### src/rtl/stmt_lowerer_sched_pkg.sv
// +-------------------------------------------------------------------------+
// | stmt_lowerer_sched_pkg : shared types and parameter checks for the      |
// |   round-robin lane scheduler.               Revision: 1.0               |
// +-------------------------------------------------------------------------+
`default_nettype none

package stmt_lowerer_sched_pkg;

    typedef enum logic [1:0] {
        IDLE  = 2'b00,
        WRITE = 2'b01,
        HOLD  = 2'b10
    } sched_state_e;

    typedef enum logic [1:0] {
        OP_FIELD = 2'b00,
        OP_SET   = 2'b01,
        OP_CLR   = 2'b10,
        OP_XOR   = 2'b11
    } lane_op_e;

    function automatic bit hold_cycles_valid(input int hold_cycles);
        return (hold_cycles >= 1);
    endfunction

endpackage

`default_nettype wire

### src/rtl/stmt_lowerer_rr_pick.sv
// +-------------------------------------------------------------------------+
// | stmt_lowerer_rr_pick : combinational rotating-priority picker, first    |
// |   set request at or after rr_ptr wins.      Revision: 1.0               |
// +-------------------------------------------------------------------------+
`default_nettype none

module stmt_lowerer_rr_pick
    import stmt_lowerer_sched_pkg::*;
#(
    parameter int NUM_REQ = 4,
    parameter int PTR_W   = $clog2(NUM_REQ)
) (
    input  logic [NUM_REQ-1:0] req,
    input  logic [PTR_W-1:0]   rr_ptr,
    output logic               valid,
    output logic [PTR_W-1:0]   winner
);

    int unsigned w_cand;

    always_comb begin
        valid  = 1'b0;
        winner = '0;
        w_cand = 0;
        for (int i = 0; i < NUM_REQ; i++) begin
            // Modulo by subtraction so non-power-of-two NUM_REQ wraps correctly.
            w_cand = int'(rr_ptr) + i;
            if (w_cand >= NUM_REQ) begin
                w_cand = w_cand - NUM_REQ;
            end
            if (!valid && req[PTR_W'(w_cand)]) begin
                valid  = 1'b1;
                winner = PTR_W'(w_cand);
            end
        end
    end

endmodule

`default_nettype wire

### src/rtl/stmt_lowerer_lane_sched.sv
// +-------------------------------------------------------------------------+
// | stmt_lowerer_lane_sched : round-robin read-modify-write scheduler on a  |
// |   shared result register. Option macro: STMT_LOWERER_LANE_SCHED_PARITY_EN. Rev 1.0 |
// +-------------------------------------------------------------------------+
`default_nettype none

module stmt_lowerer_lane_sched
    import stmt_lowerer_sched_pkg::*;
#(
    parameter int NUM_REQ     = 4,
    parameter int DATA_W      = 8,
    parameter int FIELD_W     = 2,
    parameter int HOLD_CYCLES = 2
) (
    input  logic                                clk,
    input  logic                                rst_n,
    input  logic [NUM_REQ-1:0]                  req,
    input  logic [NUM_REQ*2-1:0]                req_op,
    input  logic [NUM_REQ*$clog2(DATA_W)-1:0]   req_idx,
    input  logic [NUM_REQ*FIELD_W-1:0]          req_data,
    output logic [NUM_REQ-1:0]                  gnt,
    output logic                                busy,
    output logic                                done,
    output logic [DATA_W-1:0]                   y,
    output logic                                y_par
);

    localparam int IDX_W  = $clog2(DATA_W);
    localparam int PTR_W  = $clog2(NUM_REQ);
    localparam int HCNT_W = $clog2(HOLD_CYCLES + 1);

    generate
        if (!hold_cycles_valid(HOLD_CYCLES)) begin : g_hold_chk
            $error("HOLD_CYCLES must be >= 1");
        end
    endgenerate

    sched_state_e        r_state;
    sched_state_e        w_state_next;
    logic [PTR_W-1:0]    r_rr_ptr;
    logic [PTR_W-1:0]    r_winner;
    logic [HCNT_W-1:0]   r_hold_cnt;
    lane_op_e            r_op;
    logic [IDX_W-1:0]    r_idx;
    logic [FIELD_W-1:0]  r_data;

    logic                w_valid;
    logic [PTR_W-1:0]    w_winner;
    logic                w_grant;
    logic                w_hold_done;
    lane_op_e            w_sel_op;
    logic [IDX_W-1:0]    w_sel_idx;
    logic [FIELD_W-1:0]  w_sel_data;
    logic [DATA_W-1:0]   w_fdata;
    logic [DATA_W-1:0]   w_fmask;
    logic [DATA_W-1:0]   w_bmask;
    logic [DATA_W-1:0]   w_y_next;

    stmt_lowerer_rr_pick #(
        .NUM_REQ (NUM_REQ),
        .PTR_W   (PTR_W)
    ) u_rr_pick (
        .req    (req),
        .rr_ptr (r_rr_ptr),
        .valid  (w_valid),
        .winner (w_winner)
    );

    assign busy        = (r_state != IDLE);
    assign w_grant     = (r_state == IDLE) && w_valid;
    assign w_hold_done = (r_state == HOLD) && (r_hold_cnt == '0);

    always_ff @(posedge clk) begin
        if (!rst_n) begin
            r_state <= IDLE;
        end else begin
            r_state <= w_state_next;
        end
    end

    always_comb begin
        w_state_next = r_state;
        case (r_state)
            IDLE:    if (w_valid) w_state_next = WRITE;
            WRITE:   w_state_next = HOLD;
            HOLD:    if (r_hold_cnt == '0) w_state_next = IDLE;
            default: w_state_next = IDLE;
        endcase
    end

    always_comb begin
        w_sel_op   = OP_FIELD;
        w_sel_idx  = '0;
        w_sel_data = '0;
        for (int r = 0; r < NUM_REQ; r++) begin
            if (w_winner == PTR_W'(r)) begin
                w_sel_op   = lane_op_e'(req_op[2*r +: 2]);
                w_sel_idx  = req_idx[IDX_W*r +: IDX_W];
                w_sel_data = req_data[FIELD_W*r +: FIELD_W];
            end
        end
    end

    // Shifting inside DATA_W drops field bits above the top edge; nothing wraps.
    assign w_fdata = DATA_W'(r_data) << r_idx;
    assign w_fmask = DATA_W'({FIELD_W{1'b1}}) << r_idx;
    assign w_bmask = DATA_W'(1) << r_idx;

    always_comb begin
        w_y_next = y;
        if (r_state == WRITE) begin
            for (int b = 0; b < DATA_W; b++) begin
                casez (r_op)
                    OP_FIELD: if (w_fmask[b]) w_y_next[b] = w_fdata[b];
                    OP_SET:   if (w_bmask[b]) w_y_next[b] = 1'b1;
                    OP_CLR:   if (w_bmask[b]) w_y_next[b] = 1'b0;
                    default:  if (w_fmask[b]) w_y_next[b] = y[b] ^ w_fdata[b];
                endcase
            end
        end
    end

    always_ff @(posedge clk) begin
        if (!rst_n) begin
            gnt        <= '0;
            done       <= 1'b0;
            y          <= '0;
            r_rr_ptr   <= '0;
            r_winner   <= '0;
            r_hold_cnt <= '0;
            r_op       <= OP_FIELD;
            r_idx      <= '0;
            r_data     <= '0;
        end else begin
            done <= 1'b0;
            y    <= w_y_next;
            if (w_grant) begin
                r_winner <= w_winner;
                r_op     <= w_sel_op;
                r_idx    <= w_sel_idx;
                r_data   <= w_sel_data;
                gnt      <= NUM_REQ'(1) << w_winner;
            end
            if (r_state == WRITE) begin
                r_hold_cnt <= HCNT_W'(HOLD_CYCLES - 1);
            end else if ((r_state == HOLD) && (r_hold_cnt != '0)) begin
                r_hold_cnt <= r_hold_cnt - 1'b1;
            end
            if (w_hold_done) begin
                done     <= 1'b1;
                gnt      <= '0;
                r_rr_ptr <= (r_winner == PTR_W'(NUM_REQ - 1)) ? '0 : r_winner + 1'b1;
            end
        end
    end

`ifdef STMT_LOWERER_LANE_SCHED_PARITY_EN
    always_ff @(posedge clk) begin
        if (!rst_n) begin
            y_par <= 1'b0;
        end else begin
            y_par <= ^w_y_next;
        end
    end
`else
    assign y_par = 1'b0;
`endif

endmodule

`default_nettype wire

### config.mk
export PLATFORM = sky130hd
export DESIGN_NAME = stmt_lowerer_lane_sched
export DESIGN_NICKNAME = d
export VERILOG_FILES = /design/src/rtl/stmt_lowerer_sched_pkg.sv /design/src/rtl/stmt_lowerer_rr_pick.sv /design/src/rtl/stmt_lowerer_lane_sched.sv
export SDC_FILE = /design/constraint.sdc
export NUM_CORES = 1
export LEC_CHECK = 0
export BUFFER_PORTS_ARGS = -buffer_cell sky130_fd_sc_hd__clkbuf_2
export CORE_MARGIN = 10
export CORE_UTILIZATION = 38
export DETAILED_ROUTE_END_ITERATION = 8
export GPL_ROUTABILITY_DRIVEN = 0
export PLACE_DENSITY = 0.74
export SLEW_MARGIN = 25
export SYNTH_ARGS = -nofsm -noshare
export SYNTH_HDL_FRONTEND = slang
export SYNTH_HIERARCHICAL = 1
export SYNTH_SLANG_ARGS = --single-unit
### constraint.sdc
create_clock -name clk -period 1.9 [get_ports clk]
set_input_delay 0.095 -clock clk [delete_from_list [all_inputs] [get_ports clk]]
set_output_delay 0.095 -clock clk [all_outputs]
set_load 0.01 [all_outputs]
==> results.sh, run 1 <==
export IMPL_status="finished, final reports clean"
export IMPL_grt_overflow=0
export IMPL_coreArea_um2=4720
export IMPL_r2r_end="r_op[1]$_SDFFE_PN0P_"
export IMPL_rsz0062_at_grt="yes"
export IMPL_min_period_over_period_pct=97.1
export IMPL_wire_per_inst_um=14.5
export IMPL_grt_max_degree=21
export IMPL_finalWirelength_mm=4.79
export IMPL_syn_num_nets=263
export IMPL_drv_cap=0
export IMPL_worstSkewPairLatency_ns=0.29
export IMPL_arrival_ns=2.00
export IMPL_synth_area_leader_cell="dfxtp_1"
export IMPL_antenna_cells=0
export IMPL_dpl_hpwl_mm=3.67
export IMPL_fp_row_count=25
export IMPL_synthFlopType="dfxtp_1"
export IMPL_synth_edff_count=0
export IMPL_first_iter_violations=158
export IMPL_hold_start="rst_n"
export IMPL_endpoint_kind="flip-flop"
export IMPL_num_vias=1794
export IMPL_setup_viol=0
export IMPL_clkSinkCount=28
export IMPL_dr_pass1_iters=4
export IMPL_grt_usage_pct=11.7
export IMPL_synth_top_area_share_pct=30.2
export IMPL_syn_inst=221
export IMPL_fin_cells=331
export IMPL_tns_ns=0
export IMPL_syn_area_per_cell_um2=8.41
export IMPL_die_h_um=89.9
export IMPL_slew_headroom_pct=54.4
export IMPL_pre_cts_slack_ns=-0.0219
export IMPL_setup_ws_ns=0.0557
export IMPL_hold_slack_ns=0.173
export IMPL_first_global_vias=1752
export IMPL_antenna_left=0
export IMPL_finalCriticalPeriod_ns=1.84
export IMPL_ys_warnings_count=6
export IMPL_ctsHtreeMaxLevel=1
export IMPL_drive_above_1_share_pct=28.0
export IMPL_tritoncts="done"
export IMPL_powerDensity_nw_per_um2=704
export IMPL_slew_violations=0
export IMPL_areaGrowthSynthToFinish_pct=19.8
export IMPL_ys_top_cells_by_count="nand2_1 (29), dfxtp_1 (28), a21oi_1 (26), inv_1 (13), nor2_1 (11)"
export IMPL_cts_hold_buf=0
export IMPL_cp_max_fo=8
export IMPL_die_area_um2=8090
export IMPL_max_vdd_ir_drop_mv=0.389
export IMPL_holdPathEnd="y[6]$_SDFFE_PN0P_"
export IMPL_ys_seq_area_share_pct=30.2
export IMPL_grt_pass1_wl_mm=8.27
export IMPL_top_level_ports=49
export IMPL_numCtsBuffers=3
export IMPL_cts_root_buf="clkbuf_8"
export IMPL_clkTransAtPathRegs_ns=0.10
export IMPL_r2r_cells=7
export IMPL_antenna_found_initial=0
export IMPL_cp_required_ns=2.05
export IMPL_dpl_cell_count=326
export IMPL_reg2reg_slack_ns=0.06
export IMPL_clock_path_buffers=2
export IMPL_path_class="flip-flop to flip-flop"
export IMPL_worst_pin_slew_ns=0.683
export IMPL_nNetsFinal=307
export IMPL_synth_most_common_cell="nand2_1"
export IMPL_drc=0
export IMPL_synth_cell_types=53
export IMPL_hold_class="input pin to flip-flop"
export IMPL_synth_seq_cells=28
export IMPL_synthArstFlopShare_pct=0
export IMPL_hold_depth=2
export IMPL_r2r_start="r_rr_ptr[0]$_SDFFE_PN0P_"
export IMPL_fmax_mhz=542
export IMPL_skew_ns=0.00687
export IMPL_synth_area_leaders="dfxtp_1 (30%), mux4_2 (8.5%), a21oi_1 (7.0%)"
export IMPL_finalHoldViolations=0
export IMPL_vias_per_cell=5.42
export IMPL_p_leak_uw=0.000932
export IMPL_dieWidth_um=89.9
export IMPL_synthesis_area_um2=1860
export IMPL_port_buffer_count=47
export IMPL_start_kind="flip-flop"
export IMPL_start_util_pct=39.3
==> sequential cells by signal, summed over array words and instances, names as in the netlist <==
name / count
r_hold_cnt: 2
r_data: 2
r_idx: 3
r_state: 2
r_rr_ptr: 2
y: 8
r_winner: 2
gnt: 4
done: 1
r_op: 2
==> cell type report <==
cell class | count | area [µm²]
Fill cell | 467 | 2500
Timing Repair Buffer | 55 | 308
Multi-Input combinational cell | 163 | 1160
Sequential cell | 28 | 564
Clock buffer | 4 | 55.1
Tap cell | 67 | 83.8
Inverter | 14 | 52.6
==> logic make-up (layout without fill, tap and decap cells) <==
| logic type | count (synthesis) | count (layout) | share of synthesized area [%] |
|---|---|---|---|
| buf+inv | 30 | 73 | 7.47 |
| xor+xnor | 1 | 1 | 1.48 |
| compound gates | 63 | 63 | 21.5 |
| other cells | 1 | 1 | 0.202 |
| flops | 28 | 28 | 30.2 |
| mux | 13 | 13 | 11.9 |
| simple gates | 77 | 77 | 22.0 |
| fa+ha+maj | 8 | 8 | 5.39 |
==> power by group <==
part	switching (µW)	internal [µW]
combinational	269	223
sequential	57.4	629
clock	203	186
total	530	1040
==> routing by layer <==
metal / routed length, µm / global-route usage [%]
met4: 73 / 4.51
met1: 2300 / 14.8
met3: 433 / 4.49
met2: 1980 / 17.6
met5: 0 / 0
==> metrics by stage <==
stage | power, µW | util [%] | area, µm²
after global placement | 1170 | 45.7 | 2160
after global routing | 1660 | 47.1 | 2230
after floorplan | 1050 | - | 1860
final | 1570 | 47.1 | 2230
after CTS | 1570 | 46.9 | 2220
after detailed placement | 1180 | 45.7 | 2160
==> worst max-delay path: stages, from the launching register on <==
cell     delay (ns)
dfxtp_4        0.37
inv_2          0.04
a221o_1        0.31
a21oi_2        0.21
buf_12         0.16
mux4_2         0.48
nand2_1        0.08
a21oi_1        0.06
==> cell usage in the layout, fill, tap and decap left out, types with 3 or more instances in the layout <==
| cell | count |
|---|---|
| a21oi_1 | 25 |
| a31oi_1 | 3 |
| buf_4 | 7 |
| clkbuf_2 | 47 |
| clkbuf_8 | 4 |
| dfxtp_1 | 27 |
| ha_1 | 8 |
| inv_1 | 13 |
| mux2i_1 | 4 |
| mux4_2 | 7 |
| nand2_1 | 29 |
| nand3_1 | 4 |
| nand3b_1 | 4 |
| nand4b_1 | 3 |
| nor2_1 | 11 |
| nor2b_1 | 7 |
| nor3_1 | 4 |
| o21ai_0 | 9 |
| o22ai_1 | 3 |
==> what timing repair did <==
| item | 4_1_cts | 5_1_grt |
|---|---|---|
| setup endpoints to repair | 7 | 7 |
| pin swaps | 0 | 2 |
| setup buffers | 0 | 1 |
| gates resized for setup | 1 | 1 |
==> worst max-delay path by stage <==
stage,cells past startpoint,to,slack [ns],start
final,7,r_op[1]$_SDFFE_PN0P_,0.06,r_rr_ptr[0]$_SDFFE_PN0P_
after global routing,7,r_op[1]$_SDFFE_PN0P_,-0.03,r_rr_ptr[0]$_SDFFE_PN0P_
after CTS,7,r_idx[1]$_SDFFE_PN0P_,0.02,r_rr_ptr[0]$_SDFFE_PN0P_
after detailed placement,7,r_idx[1]$_SDFFE_PN0P_,-0.02,r_rr_ptr[0]$_SDFFE_PN0P_
after global placement,7,r_idx[2]$_SDFFE_PN0P_,0.06,r_rr_ptr[0]$_SDFFE_PN0P_
after floorplan,7,r_op[1]$_SDFFE_PN0P_,0.02,r_rr_ptr[0]$_SDFFE_PN0P_
Power figures use the tool's default switching activity.
==> run 2: changes to the inputs <==
--- a/config.mk
+++ b/config.mk
@@ -10,9 +10,9 @@
 export CORE_UTILIZATION = 38
 export DETAILED_ROUTE_END_ITERATION = 8
 export GPL_ROUTABILITY_DRIVEN = 0
+export HOLD_SLACK_MARGIN = 0.15
 export PLACE_DENSITY = 0.74
 export SLEW_MARGIN = 25
 export SYNTH_ARGS = -nofsm -noshare
 export SYNTH_HDL_FRONTEND = slang
-export SYNTH_HIERARCHICAL = 1
 export SYNTH_SLANG_ARGS = --single-unit
==> results.sh, run 2 <==
export IMPL_grt_usage_pct=13.1
export IMPL_first_global_vias=1989
export IMPL_final_util_pct=48.0
export IMPL_numCtsBuffers=3
export IMPL_port_buffer_count=47
export IMPL_cp_max_fo=13
export IMPL_antenna_found_initial=0
export IMPL_wire_per_inst_um=15.6
export IMPL_finalWirelength_mm=5.48
export IMPL_start_util_pct=40.1
export IMPL_drc=0
export IMPL_syn_num_nets=278
export IMPL_die_area_um2=8330
export IMPL_die_h_um=91.3
export IMPL_path_buf_inv=0
export IMPL_p_int_uw=1180
export IMPL_synth_area_leader_cell="dfxtp_1"
export IMPL_worst_pin_slew_ns=0.591
export IMPL_final_common_cell="clkbuf_2"
export IMPL_clock_path_buffers=2
export IMPL_reg_top3="y x8, gnt x4, r_idx x3"
export IMPL_largest_reg_flops=8
export IMPL_grt_max_degree=23
export IMPL_synth_cell_types=54
export IMPL_clkSinkCount=28
export IMPL_first_iter_violations=174
export IMPL_dieWidth_um=91.3
export IMPL_slew_violations=0
export IMPL_p_leak_uw=0.000929
export IMPL_hold_class="input pin to flip-flop"
export IMPL_path_class="flip-flop to flip-flop"
export IMPL_fmax_mhz=554
export IMPL_syn_area_per_cell_um2=8.11
export IMPL_finalHoldViolations=0
export IMPL_min_period_over_period_pct=94.9
export IMPL_synth_area_leaders="dfxtp_1 (29%), a21oi_1 (6.0%), nor2_1 (4.1%)"
export IMPL_comb_power_share_pct=34.3
export IMPL_cp_required_ns=2.07
export IMPL_synth_most_common_cell="dfxtp_1"
export IMPL_ys_warnings_count=0
export IMPL_rsz0062_at_grt="no"
export IMPL_top_register="y"
export IMPL_slew_headroom_pct=60.6
export IMPL_num_vias=1967
export IMPL_dpl_instance_area_um2=2230
export IMPL_areaGrowthSynthToFinish_pct=19.8
export IMPL_drive_above_1_share_pct=27.6
export IMPL_vias_per_cell=5.62
export IMPL_ctsHtreeMaxLevel=1
export IMPL_multi_input_area_um2=1240
export IMPL_antenna_cells=0
export IMPL_ys_seq_area_share_pct=29.0
export IMPL_slowest_stage="a211o_2"
export IMPL_endpoint_kind="flip-flop"
export IMPL_fillerInstances=494
export IMPL_antenna_left=0
export IMPL_power_switching_uw=636
export IMPL_worstSkewPairLatency_ns=0.29
export IMPL_hold_slack_ns=0.156
export IMPL_start_kind="flip-flop"
export IMPL_nNetsFinal=324
export IMPL_max_stage_delay_ns=0.45
export IMPL_coreArea_um2=4820
export IMPL_synth_seq_cells=28
export IMPL_max_vdd_ir_drop_mv=0.297
export IMPL_drv_cap=0
export IMPL_synth_edff_count=0
export IMPL_mostFrequentLayoutCells="clkbuf_2 (47), dfxtp_1 (27), a21oi_1 (23)"
export IMPL_dpl_hpwl_mm=4.09
export IMPL_synthFlopType="dfxtp_1"
export IMPL_ys_top_cells_by_count="dfxtp_1 (28), a21oi_1 (23), nor2_1 (21), nand2_1 (15)"
export IMPL_arrival_ns=1.97
export IMPL_fin_area_um2=2310
export IMPL_pwr_share_clk_pct=27.3
export IMPL_seqPwrFrac_pct=38.4
export IMPL_grt_pass1_wl_mm=9.31
export IMPL_finalCriticalPeriod_ns=1.80
export IMPL_p_sw_share_pct=35.1
export IMPL_status="finished, final reports clean"
export IMPL_p_total_uw=1810
export IMPL_path_cells="nand2b_1 > a21oi_1 > a211o_2 > o41ai_1 > nor4_1"
export IMPL_top_level_ports=49
export IMPL_setup_viol=0
export IMPL_cts_root_buf="clkbuf_8"
export IMPL_skew_ns=0.00490
export IMPL_synthesis_area_um2=1930
export IMPL_grt_overflow=0
export IMPL_dr_pass1_iters=4
export IMPL_synth_top_area_share_pct=29.0
export IMPL_syn_inst=238
export IMPL_crit_family="compound AO/OA/AOI/OAI gates"
export IMPL_fp_row_count=25
export IMPL_powerDensity_nw_per_um2=783
export IMPL_seqCellArea_um2=562
export IMPL_tritoncts="done"
export IMPL_clkTransAtPathRegs_ns=0.10
export IMPL_synthArstFlopShare_pct=0
export IMPL_tns_ns=0
## run 2: cell types whose count changed after synthesis, moves of 3 or more
| cell | change |
|---|---|
| mux4_2 | -7 |
| nand3_1 | +5 |
| nor2b_1 | -3 |
| nand2_1 | -14 |
| a21oi_1 | -3 |
| a21boi_0 | +6 |
| mux2i_1 | +3 |
| nand4b_1 | -3 |
| a32o_1 | +3 |
| nor4_1 | +10 |
| nor3_1 | +4 |
| a2111oi_0 | +5 |
| nor2_1 | +10 |
| nand2b_1 | +8 |
## run 2: worst min-delay path: stages
cell and delay, ns:
clkbuf_2 0.09, o41ai_1 0.07, nor4_1 0.14
## run 2: kinds of logic after synthesis
group / after synthesis / share of synthesized area [%]
AND/OR/NAND/NOR: 92 / 25.5
AO/OA/AOI/OAI: 76 / 29.3
flip-flops: 28 / 29.0
buffers and inverters: 26 / 7.00
multiplexers: 8 / 4.21
adder cells (fa/ha/maj): 6 / 3.89
other: 1 / 0.194
XOR/XNOR: 1 / 0.843
## run 2: final cells by class
| class | instances | area share [%] |
|---|---|---|
| well taps | 67 | 3.62 |
| multi-input cells | 184 | 53.5 |
| clock buffers | 3 | 1.78 |
| clock inverters | 1 | 1.30 |
| inverters | 11 | 1.78 |
| repair buffers | 56 | 13.7 |
| flip-flops and latches | 28 | 24.3 |
## run 2: timing repair
| item | CTS | global route |
|---|---|---|
| resized for setup | 0 | 3 |
| setup endpoints to repair | 0 | 3 |
| hold buffers | 1 | 0 |
| buffers inserted | 0 | 0 |
| endpoints found under the hold margin | 2 | 0 |
## run 2: worst paths after layout
check	endpoint	startpoint	depth (start not counted)	slack (ns)
worst max-delay path	r_data[1]$_SDFFE_PN0P_	r_rr_ptr[0]$_SDFFE_PN0P_	5	0.1
worst min-delay path	r_idx[2]$_SDFFE_PN0P_	req_idx[5]	3	0.16
worst max register to register	r_data[1]$_SDFFE_PN0P_	r_rr_ptr[0]$_SDFFE_PN0P_	5	0.1
worst min register to register	gnt[1]$_SDFFE_PP0P_	gnt[1]$_SDFFE_PP0P_	2	0.46
## run 2: per-layer routing
| metal | vias to the layer above | GRT usage, % | share of wire (%) | wire, µm |
|---|---|---|---|---|
| met5 | - | 0 | 0 | 0 |
| met4 | 0 | 5.61 | 1.8 | 99 |
| met1 | 925 | 16.2 | 47 | 2590 |
| li1 | 968 | - | - | - |
| met2 | 63 | 21.0 | 45 | 2470 |
| met3 | 11 | 3.21 | 5.8 | 319 |
## run 2: metrics by stage
step	instances	worst slack, ns
2_1_floorplan	238	0.334
3_3_place_gp	345	0.110
3_5_place_dp	345	0.0817
4_1_cts	350	0.0689
5_1_grt	350	0.0124
6_report	350	0.0965
## run 2: power groups by stage
stage / sequential [µW] / clock (µW) / combinational [µW]
floorplan: 689 / 0 / 450
global placement: 704 / 0 / 590
detailed placement: 708 / 0 / 603
CTS: 694 / 493 / 611
global route: 706 / 522 / 687
finish: 695 / 495 / 621
==> run 3: changes to the inputs <==
--- a/config.mk
+++ b/config.mk
@@ -6,12 +6,11 @@
 export NUM_CORES = 1
 export LEC_CHECK = 0
 export BUFFER_PORTS_ARGS = -buffer_cell sky130_fd_sc_hd__clkbuf_2
-export CORE_MARGIN = 10
-export CORE_UTILIZATION = 38
+export CORE_UTILIZATION = 45
 export DETAILED_ROUTE_END_ITERATION = 8
 export GPL_ROUTABILITY_DRIVEN = 0
 export HOLD_SLACK_MARGIN = 0.15
-export PLACE_DENSITY = 0.74
+export PLACE_DENSITY = 0.83
 export SLEW_MARGIN = 25
 export SYNTH_ARGS = -nofsm -noshare
 export SYNTH_HDL_FRONTEND = slang
==> results.sh, run 3 (same netlist as run 2, synthesis figures left out) <==
export IMPL_cp_required_ns=2.05
export IMPL_reg_top3="y x8, gnt x4, r_idx x3"
export IMPL_slew_violations=0
export IMPL_arrival_ns=1.95
export IMPL_hold_slack_ns=0.152
export IMPL_p_total_uw=1780
export IMPL_antenna_found_initial=0
export IMPL_endpoint_kind="flip-flop"
export IMPL_rsz0062_at_grt="no"
export IMPL_max_vdd_ir_drop_mv=0.447
export IMPL_worstSkewPairLatency_ns=0.28
export IMPL_nNetsFinal=327
export IMPL_hold_class="input pin to flip-flop"
export IMPL_dpl_cell_count=331
export IMPL_grt_pass1_wl_mm=7.93
export IMPL_fp_row_count=23
export IMPL_finalWirelength_mm=4.77
export IMPL_hold_start="req_op[2]"
export IMPL_grt_overflow=0
export IMPL_multi_input_area_um2=1240
export IMPL_fmax_mhz=555
export IMPL_tritoncts="done"
export IMPL_die_area_um2=4560
export IMPL_numCtsBuffers=3
export IMPL_first_global_vias=1731
export IMPL_num_vias=1960
export IMPL_final_common_cell="clkbuf_2"
export IMPL_slew_headroom_pct=62.0
export IMPL_clkSinkCount=28
export IMPL_grt_max_degree=23
export IMPL_start_util_pct=47.6
export IMPL_cp_max_fo=15
export IMPL_port_buffer_count=47
export IMPL_finalHoldViolations=0
export IMPL_powerDensity_nw_per_um2=774
export IMPL_finalCriticalPeriod_ns=1.80
export IMPL_final_util_pct=56.7
export IMPL_min_period_over_period_pct=94.8
export IMPL_setup_viol=0
export IMPL_dr_pass1_iters=4
export IMPL_clock_path_buffers=2
export IMPL_wire_per_inst_um=14.2
export IMPL_areaGrowthSynthToFinish_pct=19.2
export IMPL_p_leak_uw=0.000938
export IMPL_antenna_cells=0
export IMPL_dieWidth_um=67.5
export IMPL_wl_met3_um=295
export IMPL_top_level_ports=49
export IMPL_clkTransAtPathRegs_ns=0.10
export IMPL_coreArea_um2=4060
export IMPL_r2r_start="r_rr_ptr[1]$_SDFFE_PN0P_"
export IMPL_die_h_um=67.5
export IMPL_skew_ns=0.00323
export IMPL_fin_cells=336
export IMPL_vias_per_cell=5.83
export IMPL_tns_ns=0
export IMPL_worst_pin_slew_ns=0.569
export IMPL_wl_met1_mm=2.20
export IMPL_fillerInstances=371
export IMPL_antenna_left=0
export IMPL_seqCellArea_um2=561
export IMPL_path_class="flip-flop to flip-flop"
export IMPL_drc=0
export IMPL_top_register="y"
export IMPL_first_iter_violations=118
export IMPL_dpl_hpwl_mm=3.48
export IMPL_postCtsSetupBuffers=0
export IMPL_mostFrequentLayoutCells="clkbuf_2 (47), dfxtp_1 (28), a21oi_1 (23)"
export IMPL_grt_usage_pct=22.9
export IMPL_wl_met2_mm=2.21
export IMPL_status="finished, final reports clean"
export IMPL_largest_reg_flops=8
export IMPL_drive_above_1_share_pct=28.3
export IMPL_start_kind="flip-flop"
export IMPL_drv_cap=0
export IMPL_ctsHtreeMaxLevel=1
export IMPL_cts_root_buf="clkbuf_8"
export IMPL_top_layer_used="met4"
export IMPL_critPathLaunch="r_rr_ptr[1]$_SDFFE_PN0P_"
[run 3: layout make-up]
type                            count  share of cell area [%]
Clock inverter                      1                    1.30
Multi-Input combinational cell    184                    53.8
Timing Repair Buffer               59                    14.2
Sequential cell                    28                    24.3
Inverter                           11                    1.79
Clock buffer                        3                    1.79
Tap cell                           50                    2.72
[run 3: path summary, 6_finish.rpt]
kind / end / slack, ns / cells after the start
max: r_data[0]$_SDFFE_PN0P_ / 0.1 / 5
min: r_op[0]$_SDFFE_PN0P_ / 0.15 / 3
min reg2reg: gnt[0]$_SDFFE_PP0P_ / 0.46 / 2
max reg2reg: r_data[0]$_SDFFE_PN0P_ / 0.1 / 5
[run 3: stage by stage]
stage / instance area [µm²] / setup slack [ns]
6_report: 2300 / 0.0991
5_1_grt: 2300 / 0.00830
4_1_cts: 2300 / 0.107
3_5_place_dp: 2220 / 0.117
3_3_place_gp: 2220 / 0.0975
2_1_floorplan: 1930 / 0.334
[run 3: where the power goes]
part	internal [µW]	switching, µW	leakage [µW]
Sequential	635	47.8	0.000229
Combinational	258	370	0.000673
Clock	282	189	0.0000357
Total	1180	607	0.000938
[run 3: layer usage]
layer	global-route usage [%]	vias up
met5	0	-
met4	8.78	0
met3	3.38	8
met2	34.4	94
met1	32.4	881
li1	-	977
[run 3: worst max-delay path, cell delays in order, from the launching register on]
cell and delay [ns]:
dfxtp_1 0.44, and2_2 0.20, o221ai_4 0.14, and2_4 0.27, a2111oi_0 0.52, nor4_1 0.10
[run 3: timing repair]
item	in CTS	in global routing
gates resized for setup	0	3
hold endpoints to repair	2	0
hold buffers	1	0
setup endpoints to repair	0	2
